<file path="config.mk">
export PLATFORM = sky130hd
export DESIGN_NAME = tick_period_monitor
export DESIGN_NICKNAME = d
export VERILOG_FILES = /design/src/rtl/tick_period_monitor.sv
export SDC_FILE = /design/constraint.sdc
export NUM_CORES = 1
export LEC_CHECK = 0
export ABC_AREA = 0
export BUFFER_PORTS_ARGS = -buffer_cell sky130_fd_sc_hd__buf_2
export CAP_MARGIN = 20
export CORE_UTILIZATION = 35
export CTS_CLUSTER_SIZE = 14
export DETAILED_ROUTE_END_ITERATION = 12
export HOLD_SLACK_MARGIN = 0.02
export PLACE_DENSITY_LB_ADDON = 0.15
export SYNTH_ARGS = -nofsm -noshare
export SYNTH_HDL_FRONTEND = slang
export SYNTH_SLANG_ARGS = --single-unit
export TNS_END_PERCENT = 20
</file>
<file path="constraint.sdc">
create_clock -name clk -period 10 [get_ports clk]
set_input_delay 1.5 -clock clk [delete_from_list [all_inputs] [get_ports clk]]
set_output_delay 1.5 -clock clk [all_outputs]
set_load 0.005 [all_outputs]
</file>
<file path="src/rtl/tick_period_monitor.sv">
// -----------------------------------------------------------------------------
// tick_period_monitor
//
// Receive-side checker for a periodic one-cycle tick pulse. It measures the
// number of cycles between consecutive ticks and compares each measured period
// with EXP_PERIOD +/- TOL. It flags ticks that arrive early and ticks that do
// not arrive in time. After LOCK_CNT consecutive in-tolerance periods it
// reports lock.
//
// Optional feature (macro TICK_MON_STICKY_EN):
//   When this macro is defined, the block adds the err_clr input and the
//   err_sticky output. err_sticky is a sticky error flag that err_clr clears.
//   If an error and err_clr occur in the same cycle, the set wins.
//
// Ports:
//   clk          in   1   system clock, rising edge
//   resetN       in   1   asynchronous active-low reset
//   enable       in   1   monitor enable; low forces IDLE
//   tick_in      in   1   one-cycle tick pulse under test
//   err_clr      in   1   (TICK_MON_STICKY_EN only) clear for err_sticky
//   locked       out  1   high while in LOCKED
//   err_early    out  1   one-cycle pulse: period < EXP_PERIOD-TOL
//   err_missing  out  1   one-cycle pulse: no tick by EXP_PERIOD+TOL
//   last_period  out  CW  last measured period in cycles
//   err_count    out  16  saturating count of error pulses
//   err_sticky   out  1   (TICK_MON_STICKY_EN only) sticky error flag
// -----------------------------------------------------------------------------
module tick_period_monitor #(
  parameter int unsigned EXP_PERIOD = 6,
  parameter int unsigned TOL        = 0,
  parameter int unsigned LOCK_CNT   = 3,
  parameter int unsigned CW         = 32
) (
  input  logic          clk,
  input  logic          resetN,
  input  logic          enable,
  input  logic          tick_in,
`ifdef TICK_MON_STICKY_EN
  input  logic          err_clr,
  output logic          err_sticky,
`endif
  output logic          locked,
  output logic          err_early,
  output logic          err_missing,
  output logic [CW-1:0] last_period,
  output logic [15:0]   err_count
);

  localparam int unsigned GW = (LOCK_CNT < 2) ? 1 : $clog2(LOCK_CNT + 1);

  // Periods strictly below this limit are early.
  localparam logic [CW:0]   EARLY_LIM = (CW+1)'(EXP_PERIOD - TOL);
  // This is the gap value on the last cycle on which a tick is still on time.
  localparam logic [CW-1:0] MISS_GAP  = CW'(EXP_PERIOD + TOL - 1);
  localparam logic [CW-1:0] GAP_MAX   = {CW{1'b1}};
  localparam logic [GW-1:0] GOOD_MAX  = GW'(LOCK_CNT);

  typedef enum logic [1:0] {
    IDLE    = 2'b00,
    ACQUIRE = 2'b01,
    MEASURE = 2'b10,
    LOCKED  = 2'b11
  } state_e;

  state_e          state_q, state_d;
  logic [CW-1:0]   gap_q, gap_d;
  logic [GW-1:0]   good_q, good_d;
  logic            locked_q, locked_d;
  logic            early_q, early_d;
  logic            missing_q, missing_d;
  logic [CW-1:0]   last_q, last_d;
  logic [15:0]     cnt_q, cnt_d;

  logic [CW:0]     period_s;
  logic [CW-1:0]   gap_inc_s;
  logic [GW-1:0]   good_inc_s;
  logic            err_evt_s;

  // Next-state logic for the FSM, the gap counter, the period record and the error pulses.
  always_comb begin
    state_d   = state_q;
    gap_inc_s = (gap_q == GAP_MAX) ? gap_q : gap_q + CW'(1);
    gap_d     = gap_inc_s;
    good_inc_s = (good_q == GOOD_MAX) ? good_q : good_q + GW'(1);
    good_d    = good_q;
    early_d   = 1'b0;
    missing_d = 1'b0;
    last_d    = last_q;
    // The extra bit keeps gap+1 from wrapping when the gap is saturated.
    period_s  = {1'b0, gap_q} + {{CW{1'b0}}, 1'b1};

    if (!enable) begin
      state_d = IDLE;
      gap_d   = '0;
      good_d  = '0;
    end else begin
      case (state_q)
        IDLE: begin
          // A tick in this cycle is deliberately ignored.
          state_d = ACQUIRE;
        end
        ACQUIRE: begin
          if (tick_in) begin
            state_d = MEASURE;
            gap_d   = '0;
          end else begin
            state_d = ACQUIRE;
          end
        end
        MEASURE, LOCKED: begin
          if (tick_in) begin
            gap_d  = '0;
            last_d = period_s[CW-1:0];
            if (period_s < EARLY_LIM) begin
              early_d = 1'b1;
              good_d  = '0;
              state_d = MEASURE;
            end else begin
              good_d = good_inc_s;
              // good_cnt stays saturated while locked, so LOCKED holds.
              if (good_inc_s == GOOD_MAX) begin
                state_d = LOCKED;
              end else begin
                state_d = MEASURE;
              end
            end
          end else if (gap_q == MISS_GAP) begin
            // A late tick only re-arms measurement through ACQUIRE.
            missing_d = 1'b1;
            good_d    = '0;
            state_d   = ACQUIRE;
          end else begin
            state_d = state_q;
          end
        end
        default: begin
          state_d = IDLE;
          gap_d   = '0;
          good_d  = '0;
        end
      endcase
    end

    locked_d  = (state_d == LOCKED);
    err_evt_s = early_d | missing_d;
    if (err_evt_s && (cnt_q != 16'hFFFF)) begin
      cnt_d = cnt_q + 16'd1;
    end else begin
      cnt_d = cnt_q;
    end
  end

  // Register the FSM state, the counters and all outputs.
  always_ff @(posedge clk or negedge resetN) begin
    if (!resetN) begin
      state_q   <= IDLE;
      gap_q     <= '0;
      good_q    <= '0;
      locked_q  <= 1'b0;
      early_q   <= 1'b0;
      missing_q <= 1'b0;
      last_q    <= '0;
      cnt_q     <= 16'd0;
    end else begin
      state_q   <= state_d;
      gap_q     <= gap_d;
      good_q    <= good_d;
      locked_q  <= locked_d;
      early_q   <= early_d;
      missing_q <= missing_d;
      last_q    <= last_d;
      cnt_q     <= cnt_d;
    end
  end

  assign locked      = locked_q;
  assign err_early   = early_q;
  assign err_missing = missing_q;
  assign last_period = last_q;
  assign err_count   = cnt_q;

`ifdef TICK_MON_STICKY_EN
  logic sticky_q, sticky_d;

  // Sticky flag next state: an error pulse sets the flag, and the set overrides err_clr.
  always_comb begin
    if (err_evt_s) begin
      sticky_d = 1'b1;
    end else if (err_clr) begin
      sticky_d = 1'b0;
    end else begin
      sticky_d = sticky_q;
    end
  end

  // Register the sticky error flag.
  always_ff @(posedge clk or negedge resetN) begin
    if (!resetN) begin
      sticky_q <= 1'b0;
    end else begin
      sticky_q <= sticky_d;
    end
  end

  assign err_sticky = sticky_q;
`endif

endmodule

</file>
==> impl_metrics.json <==
{
  "clkTransAtPathRegs_ns": 0.06,
  "setup-tns-final_ns": 0,
  "numPortBuffers": 54,
  "final_util": 0.411,
  "cp.arrival_ns": 4.05,
  "critical_path.slowest_cell": "nor4_4",
  "maxCapViolCount": 0,
  "wl_met2_um": 5280,
  "wl_met1_um": 5800,
  "ant_nets": 0,
  "die_area_um2": 14300,
  "postCtsSetupBuffers": 0,
  "worstPathCellList": "ha_1, nand4_1, nor4_4, and3_1, o211ai_1, or4b_1, o31ai_4, nand4b_4, mux2_4",
  "p_sw_frac": 0.238,
  "critPathMaxStageDelay_ns": 0.63,
  "yosys_warnings": 0,
  "grt_pass1_wl_um": 19900,
  "crit_fanout": 13,
  "placed_cells": 710,
  "yosys.area.top_type": "dfrtp_1",
  "synth_edf_count": 0,
  "p_comb_frac": 0.072,
  "die_h_um": 120,
  "diodes": 0,
  "setup_viol": 0,
  "yosysSeqAreaShare": 0.448,
  "cts_hold_buf": 0,
  "cts_tree": "yes",
  "pwr-share-seq": 0.479,
  "routedWlPerCell_um": 16.2,
  "h-tree-depth": 3,
  "tightest_slew_ns": 1.09,
  "switching_power_w": 0.000188,
  "synthArstFlopShare": 1.00,
  "max_freq_ghz": 0.262,
  "synth_top_cell_area_share": 0.448,
  "cts_resized": 0,
  "drtIter0Drc": 263,
  "final_cells": 727,
  "synth_area_per_cell_um2": 9.35,
  "synthDistinctLibCells": 65,
  "ys_ff_latch": 87,
  "cp-start-kind": "flop",
  "clock_skew_ns": 0.0111,
  "via_per_inst": 5.35,
  "p_leak_nw": 2.49,
  "required_ns": 10.24,
  "die_x_um": 120,
  "clk_latency_ns": 0.35,
  "grt_max_degree": 45,
  "grt_pass1_vias": 3818,
  "status": "complete, no violations",
  "ios": 55,
  "clockPowerShare": 0.449,
  "cts.sink_count": 87,
  "grt_setup_unrepaired": "false",
  "routabilityCongestion": 0.922,
  "cts_buffers": 9,
  "core_area_um2": 13400,
  "route.detailed.drc": 0,
  "min_period_ns": 3.81,
  "syn-instance-count": 519,
  "grt_overflow": 0,
  "drive_gt1_frac": 0.181,
  "vias": 3891,
  "routed_wl_um": 11800,
  "powerDensity_nw_per_um2": 144,
  "start_util": 0.362,
  "row_count": 42,
  "wl_met3_um": 567,
  "grtUsageTotal": 0.178,
  "dr.pass1.iters": 5,
  "cellInternalPower_w": 0.000605,
  "synthTopCellsByArea": "dfrtp_1 45%, xnor2_1 5.8%, nand2_1 4.6%, o21ai_0 4.2%, a21oi_1 3.1%",
  "maxSlewHeadroom": 0.271,
  "cp.buffers_inverters": 0,
  "dp_hpwl_um": 8460,
  "clock_path_buffers": 2,
  "endpoint_kind": "flop",
  "hold_path_class": "reg -> reg",
  "slew_viol_final": 0,
  "syn2layout_area_growth_pct": 13.5,
  "antenna_found_initial": 0,
  "cts_root_buffer": "clkbuf_16",
  "hold_violations": 0,
  "critical_path_class": "reg -> reg",
  "peakVddDrop_mv": 0.0884,
  "fin_crit_sh": 0.381,
  "syn_nets": 526,
  "maxUsedRoutingLayer": "met4",
  "synth_flop_cell": "dfrtp_1",
  "critPathTopFamily": "simple AND/OR/NAND/NOR gates",
  "syn-cell-area_um2": 4850,
  "nNetsFinal": 553
}
==> through the flow <==
stage | power (W) | setup WS (ns) | hold slack [ns] | area (µm²)
2_1_floorplan | 0.000414 | 6.84 | 0.473 | 4850
3_3_place_gp | 0.000442 | 6.31 | 0.459 | 5180
3_5_place_dp | 0.000445 | 6.17 | 0.465 | 5180
4_1_cts | 0.000804 | 6.17 | 0.478 | 5500
5_1_grt | 0.000830 | 5.92 | 0.499 | 5510
6_report | 0.000793 | 6.19 | 0.472 | 5510
==> state kept, by name (all words and copies together) (netlist names) <==
name	cells
err_missing	1
state_q	2
last_period	32
err_count	16
good_q	2
gap_q	32
locked	1
err_early	1
==> layer usage <==
layer | GRT usage | up-vias
li1 | - | 1914
met3 | 0.0428 | 11
met2 | 0.263 | 84
met5 | 0 | -
met4 | 0.0617 | 0
met1 | 0.253 | 1882
==> placed cells by master (no fill, tap or decap), drive strengths merged, types with 4 or more instances in the layout <==
| cell | n |
|---|---|
| nand4 | 19 |
| buf | 59 |
| clkbuf | 10 |
| nand2b | 5 |
| inv | 11 |
| nand4b | 6 |
| nand3 | 28 |
| nor2 | 21 |
| a211oi | 5 |
| and3 | 15 |
| a21oi | 31 |
| nor4b | 4 |
| or2 | 4 |
| o21ai | 42 |
| dfrtp | 87 |
| and2 | 5 |
| nor3 | 14 |
| xor2 | 17 |
| a31oi | 5 |
| nand2 | 60 |
| and4 | 6 |
| xnor2 | 32 |
| nor4 | 15 |
==> synthesized netlist by cell type, types with 3 or more instances <==
cell type / number
dfrtp_1: 87
nand2_1: 60
o21ai_0: 41
xnor2_1: 32
a21oi_1: 30
clkbuf_1: 28
nand3_1: 26
nor2_1: 21
nand4_1: 18
xor2_1: 17
and3_1: 15
nor3_1: 14
nor4_1: 12
inv_1: 11
buf_2: 8
a211oi_1: 5
a31oi_1: 5
and4_1: 5
nand2b_1: 5
nand4b_1: 5
and2_1: 4
or2_2: 4
a31o_2: 3
buf_4: 3
ha_1: 3
mux2i_1: 3
nor4b_1: 3
o2111ai_1: 3
==> cell type report <==
cell class	instances	area, µm²
well taps	176	220
repair buffers	59	318
clock inverters	6	85.1
flip-flops and latches	87	2180
inverters	11	41.3
clock buffers	10	229
multi-input cells	378	2440
fillers	1352	7890
==> worst paths after layout <==
check,from,endpoint,slack [ns],cells past startpoint
max in group asynchronous,resetN,gap_q[15],7.87,2
worst min register to register,last_period[25],last_period[25],0.47,2
worst max register to register,gap_q[0],err_count[14],6.19,9
worst min-delay path,last_period[25],last_period[25],0.47,2
min in group asynchronous,resetN,err_count[9],1.13,1
worst max-delay path,gap_q[0],err_count[14],6.19,9
==> worst register-to-register path: stages, from the launching register on <==
cell and delay [ns]:
dfrtp_1 0.46, ha_1 0.37, nand4_1 0.24, nor4_4 0.63
and3_1 0.28, o211ai_1 0.08, or4b_1 0.54, o31ai_4 0.62
nand4b_4 0.16, mux2_4 0.32
==> cell families (layout without fill, tap and decap cells) <==
group	Yosys count	after routing	share of synthesized area
fa+ha+maj	4	4	0.00979
compound gates	106	106	0.136
buf+inv	54	86	0.0497
mux	6	6	0.0139
xor+xnor	49	49	0.0884
flops	87	87	0.448
simple gates	213	213	0.254
==> power groups by stage <==
| stage | clock network, W | logic (W) | registers (W) |
|---|---|---|---|
| 2_1_floorplan | 0 | 0.0000295 | 0.000385 |
| 5_1_grt | 0.000382 | 0.0000651 | 0.000383 |
| 3_5_place_dp | 0 | 0.0000578 | 0.000387 |
| 3_3_place_gp | 0 | 0.0000568 | 0.000386 |
| 4_1_cts | 0.000366 | 0.0000580 | 0.000380 |
| 6_report | 0.000356 | 0.0000570 | 0.000380 |
Note: power is estimated with default switching activity, not from simulation.
